File: src/rtl/bp_cce_deserializer.sv
// Merges pairs of 32-bit narrow memory commands into one 64-bit wide command,
// and splits each 64-bit wide response back into two 32-bit narrow responses.
module bp_cce_deserializer #(
  parameter int unsigned bp_params_p = 0,  // 0 = e_bp_default_cfg
  localparam int paddr_width_lp    = (bp_params_p == 0) ? 40 : 56,
  localparam int msg_type_width_lp = 4,
  localparam int size_width_lp     = 3,
  localparam int hdr_width_lp      = 64,
  localparam int word_width_lp     = 32,
  localparam int dword_width_lp    = 64,
  localparam int split_mem_msg_width_lp = hdr_width_lp + word_width_lp,
  localparam int cce_mem_msg_width_lp   = hdr_width_lp + dword_width_lp
) (
  input  logic                              clk_i,
  input  logic                              reset_i,

  input  logic [split_mem_msg_width_lp-1:0] io_cmd_i,
  input  logic                              io_cmd_v_i,
  output logic                              io_cmd_yumi_o,

  output logic [cce_mem_msg_width_lp-1:0]   io_cmd_o,
  output logic                              io_cmd_v_o,
  input  logic                              io_cmd_ready_i,

  input  logic [cce_mem_msg_width_lp-1:0]   io_resp_i,
  input  logic                              io_resp_v_i,
  output logic                              io_resp_yumi_o,

  output logic [split_mem_msg_width_lp-1:0] io_resp_o,
  output logic                              io_resp_v_o,
  input  logic                              io_resp_ready_i
);

  // Header layout: {payload, size, addr, msg_type}, msg_type in the LSBs.
  localparam int addr_lsb_lp = msg_type_width_lp;
  localparam int size_lsb_lp = addr_lsb_lp + paddr_width_lp;

  localparam logic [size_width_lp-1:0] e_bedrock_msg_size_4 = 3'b010;
  localparam logic [size_width_lp-1:0] e_bedrock_msg_size_8 = 3'b011;

  typedef enum logic {
    e_cmd_lo,
    e_cmd_hi
  } cmd_state_e;

  cmd_state_e               cmd_state_r;
  logic [hdr_width_lp-1:0]  cmd_hdr_r;
  logic [word_width_lp-1:0] cmd_data_lo_r;
  logic                     resp_cnt_r;

  logic [hdr_width_lp-1:0]   cmd_hdr_li;
  logic [word_width_lp-1:0]  cmd_data_li;
  logic [hdr_width_lp-1:0]   cmd_hdr_merged;
  logic [hdr_width_lp-1:0]   resp_hdr_li;
  logic [hdr_width_lp-1:0]   resp_hdr_split;
  logic [paddr_width_lp-1:0] resp_addr_li;
  logic [word_width_lp-1:0]  resp_data_split;

  assign cmd_hdr_li  = io_cmd_i[0+:hdr_width_lp];
  assign cmd_data_li = io_cmd_i[hdr_width_lp+:word_width_lp];

  // Command path: the second half is passed through combinationally and
  // joined with the registered first half.
  always_comb begin
    cmd_hdr_merged = cmd_hdr_r;
    cmd_hdr_merged[size_lsb_lp+:size_width_lp] = e_bedrock_msg_size_8;
    io_cmd_o      = {cmd_data_li, cmd_data_lo_r, cmd_hdr_merged};
    io_cmd_v_o    = 1'b0;
    io_cmd_yumi_o = 1'b0;
    if (!reset_i) begin
      case (cmd_state_r)
        e_cmd_lo: io_cmd_yumi_o = io_cmd_v_i;
        e_cmd_hi: begin
          io_cmd_v_o    = io_cmd_v_i;
          io_cmd_yumi_o = io_cmd_v_i & io_cmd_ready_i;
        end
        default: ;
      endcase
    end
  end

  always_ff @(posedge clk_i) begin
    if (reset_i) begin
      cmd_state_r   <= e_cmd_lo;
      cmd_hdr_r     <= '0;
      cmd_data_lo_r <= '0;
    end else begin
      case (cmd_state_r)
        e_cmd_lo: if (io_cmd_v_i) begin
          cmd_hdr_r     <= cmd_hdr_li;
          cmd_data_lo_r <= cmd_data_li;
          cmd_state_r   <= e_cmd_hi;
        end
        e_cmd_hi: if (io_cmd_yumi_o) cmd_state_r <= e_cmd_lo;
        default: cmd_state_r <= e_cmd_lo;
      endcase
    end
  end

  // Response path: the wide response stays at the input until its high half
  // has been handed to the initiator.
  assign resp_hdr_li  = io_resp_i[0+:hdr_width_lp];
  assign resp_addr_li = resp_hdr_li[addr_lsb_lp+:paddr_width_lp];

  always_comb begin
    resp_hdr_split = resp_hdr_li;
    resp_hdr_split[size_lsb_lp+:size_width_lp] = e_bedrock_msg_size_4;
    resp_hdr_split[addr_lsb_lp+:paddr_width_lp] =
      resp_addr_li + (paddr_width_lp'(resp_cnt_r) << 2);
    resp_data_split = resp_cnt_r
      ? io_resp_i[hdr_width_lp+word_width_lp+:word_width_lp]
      : io_resp_i[hdr_width_lp+:word_width_lp];
  end

  assign io_resp_o      = {resp_data_split, resp_hdr_split};
  assign io_resp_v_o    = io_resp_v_i & ~reset_i;
  assign io_resp_yumi_o = io_resp_v_i & io_resp_ready_i & resp_cnt_r & ~reset_i;

  always_ff @(posedge clk_i) begin
    if (reset_i)
      resp_cnt_r <= 1'b0;
    else if (io_resp_v_o & io_resp_ready_i)
      resp_cnt_r <= ~resp_cnt_r;
  end

  // Protocol checks on the traffic this block expects to see.
  a_cmd_size: assert property (@(posedge clk_i) disable iff (reset_i)
    io_cmd_yumi_o |-> cmd_hdr_li[size_lsb_lp+:size_width_lp] == e_bedrock_msg_size_4);
  a_cmd_lo_align: assert property (@(posedge clk_i) disable iff (reset_i)
    (io_cmd_yumi_o && cmd_state_r == e_cmd_lo) |-> !cmd_hdr_li[addr_lsb_lp+2]);
  a_cmd_hi_match: assert property (@(posedge clk_i) disable iff (reset_i)
    (io_cmd_yumi_o && cmd_state_r == e_cmd_hi) |->
      (cmd_hdr_li[addr_lsb_lp+:paddr_width_lp] ==
         cmd_hdr_r[addr_lsb_lp+:paddr_width_lp] + paddr_width_lp'(4))
      && (cmd_hdr_li[0+:msg_type_width_lp] == cmd_hdr_r[0+:msg_type_width_lp]));
  a_resp_size: assert property (@(posedge clk_i) disable iff (reset_i)
    io_resp_v_i |-> resp_hdr_li[size_lsb_lp+:size_width_lp] == e_bedrock_msg_size_8);

endmodule

File: config.mk
export PLATFORM = sky130hd
export DESIGN_NAME = bp_cce_deserializer
export DESIGN_NICKNAME = d
export VERILOG_FILES = /design/src/rtl/bp_cce_deserializer.sv
export SDC_FILE = /design/constraint.sdc
export NUM_CORES = 1
export LEC_CHECK = 0
export BUFFER_PORTS_ARGS = -buffer_cell sky130_fd_sc_hd__buf_4
export CAP_MARGIN = 20
export CORE_AREA = 2 2 176 178
export CTS_CLUSTER_SIZE = 24
export DETAILED_ROUTE_END_ITERATION = 8
export DIE_AREA = 0 0 178 180
export GPL_TIMING_DRIVEN = 0
export PLACE_DENSITY = 0.46
export SYNTH_ARGS = -nofsm -noshare
export SYNTH_HDL_FRONTEND = slang
export SYNTH_SLANG_ARGS = --single-unit
File: constraint.sdc
create_clock -name clk_i -period 5.8 [get_ports clk_i]
set_clock_uncertainty 0.2 [all_clocks]
set_input_delay 0.29 -clock clk_i [delete_from_list [all_inputs] [get_ports clk_i]]
set_output_delay 0.29 -clock clk_i [all_outputs]
set_load 0.02 [all_outputs]
==> flow_summary.ini <==
[status]
status = finished, final reports clean

[setup_path]
cpMaxStageDelayCell = dfxtp_1
cp.arrival_ns = 2.46
crit_chain = ha_1 > ha_1 > and3_1 > buf_2 > and4_1 > buf_4 > nand4_1 > xnor2_1 > buf_4
critPathLaunchType = flip-flop
crit_type = reg -> out
crit_fanout = 8
cp.required_ns = 5.31
cp-end-kind = primary output
slowest_delay_ns = 0.34

[floorplan]
fp-row-count = 64
initial_utilization_pct = 16.42
die_area_sq_um = 32040
pin_count = 458
die_h_um = 180
coreArea_sq_um = 30190
die_w_um = 178

[cells_and_area]
stdcell_count = 1547
fillCellCount = 3215
final_util_pct = 32.33
areaGrowthSynthToFinish_pct = 96.87
layout-drive-gt1-share_pct = 48.48
diodes = 0
final_nets = 1379
final_cell_area_sq_um = 9759

[place]
dp_slack_ns = 3.112
port_buffers = 421
dp_hpwl_um = 19710
dpl_cell_area_sq_um = 8628
gp_congestion = 0.8539
dp_cells = 1453

[global_routing]
antenna_found_initial = 0
grt.overflow.total = 0
grt_pass1_vias = 5920
grt_util_all_layers_pct = 14.22
grt_pass1_wl_um = 34700
grt_max_degree = 17

[timing]
final-max-slew-violation-count = 0
whs_ns = 0.01290
max_freq_ghz = 0.3395
rsz0062_at_grt = false
setup_ws_ns = 2.855
relSlewSlack_pct = 48.97
setup_viol = 0
period_share_pct = 50.78
tns_ns = 0
fin_crit_ns = 2.945
max_slew.worst_pin.slew_ns = 0.7654
final_hold_viol_count = 0

[detailed_routing]
drtIter0Drc = 154
vias = 6135
post_drt_wl_per_cell_um = 15.61
remaining_drc_errors = 0
routed_wl_um = 24150
antenna_left = 0
viasPerCell = 3.966
drt_pre_antenna_iters = 6

[synthesis]
syn_area_per_cell_sq_um = 7.844
synthTopCellsByArea = dfxtp_1, nand2_1, a21oi_1
synth_warnings = 0
synth_area_sq_um = 4957
synth_seq_area_share_pct = 38.36
synth_top_cell_area_share_pct = 38.36
synth_top_area_cell = dfxtp_1
ys_types = 32
synth-seq-cells = 95
syn_inst = 632

[clock_network]
cts_buffers = 9
cts.htree.levels = 3
clk_pin_slew_worst_paths_ns = 0.08
clockBufferDepth = 2
cts_tree = built
post_cts_buffers = 0
clkLatencyLatePin_ns = 0.35
cts_sinks = 95
cts_root_buf = clkbuf_16

[power_and_ir_drop]
leakage_nw = 4.574
ir_drop_uv = 131.3
total_power_mw = 2.078
pwr_density_cell_nw_per_um2 = 212.9

[hold_path]
hp-class = in -> reg

[run]
cap_violations = 0
worst paths after layout:
check                   startpoint                 to  slack, ns  depth (start not counted)
setup / recovery        resp_cnt_r      io_resp_o[32]       2.85                          9
hold / removal        io_cmd_i[79]  cmd_data_lo_r[15]       0.01                          3
setup reg to reg       cmd_state_r  cmd_data_lo_r[22]       3.84                          5
hold reg to reg   cmd_data_lo_r[2]   cmd_data_lo_r[2]       0.26                          2
cells by family after synthesis:
family	after synthesis	share of synthesized area, %
XOR/XNOR	37	6.537
flip-flops	95	38.36
multiplexers	32	7.269
AND/OR/NAND/NOR	268	24.81
adder cells (fa/ha/maj)	2	0.5047
other	2	0.1515
buffers and inverters	102	12.87
AO/OA/AOI/OAI	94	9.490
Yosys cell counts (all sizes together):
library cell  number
nand2b             1
and3               8
ha                 2
nor2b              3
nor3b              1
nor3              11
nor2               4
xnor2             21
buf               82
dfxtp             95
xor2              16
inv                2
and2               3
o21ai              1
a21oi             93
conb               2
nand3             18
nor4               4
nand2            195
clkbuf            18
and3b              1
and4               6
mux2              32
nand4             13
registers in the layout, indices dropped and copies added (netlist names):
register       flops
cmd_hdr_r         61
resp_cnt_r         1
cmd_state_r        1
cmd_data_lo_r     32
cells in the final DEF, fill, tap and decap left out, drive strengths merged, types with 8 or more instances in the layout:
cell,n
nor3,11
buf,503
xor2,16
dlygate4sd3,79
nand3,18
and3,8
nand4,13
a21oi,93
nand2,195
xnor2,21
clkbuf,27
dfxtp,95
mux2,32
area by class of cell:
cell class	count	area (sq um)	share of cell area (%)
Timing Repair Buffer	500	3951	40.49
Multi-Input combinational cell	439	2432	24.92
Sequential cell	95	1902	19.49
Buffer	100	630.6	6.462
Tap cell	396	495.5	5.077
Clock buffer	9	225.2	2.308
Clock inverter	6	115.1	1.179
Inverter	2	7.507	0.07692
timing repair:
| item | 4_1_cts | 5_1_grt |
|---|---|---|
| gates resized for setup | 0 | 0 |
| hold buffers | 79 | 0 |
| hold endpoints to repair | 79 | 0 |
| endpoints found under the setup margin | 0 | 0 |
critical path, delay by kind of cell (launching register included):
family,cells,cell delay [ns]
XOR/XNOR,1,0.25
adder cells (fa/ha/maj),2,0.51
buffers and inverters,3,0.53
flip-flops,1,0.34
AND/OR/NAND/NOR,3,0.48
metal layers:
| metal | track usage, % | vias up | routed length, um |
|---|---|---|---|
| met2 | 27.21 | 311 | 12680 |
| met1 | 14.27 | 2752 | 8497 |
| li1 | - | 3047 | - |
| met5 | 0 | - | 0 |
| met4 | 5.279 | 0 | 760 |
| met3 | 4.146 | 25 | 2202 |
report_power, final:
group	internal (mW)	switching [mW]	total [mW]	leakage (nW)
clock	0.423	0.287	0.710	0.163
combinational	0.325	0.332	0.657	3.63
sequential	0.691	0.0199	0.711	0.780
total	1.44	0.639	2.08	4.57
Note: power is estimated with default switching activity, not from simulation.
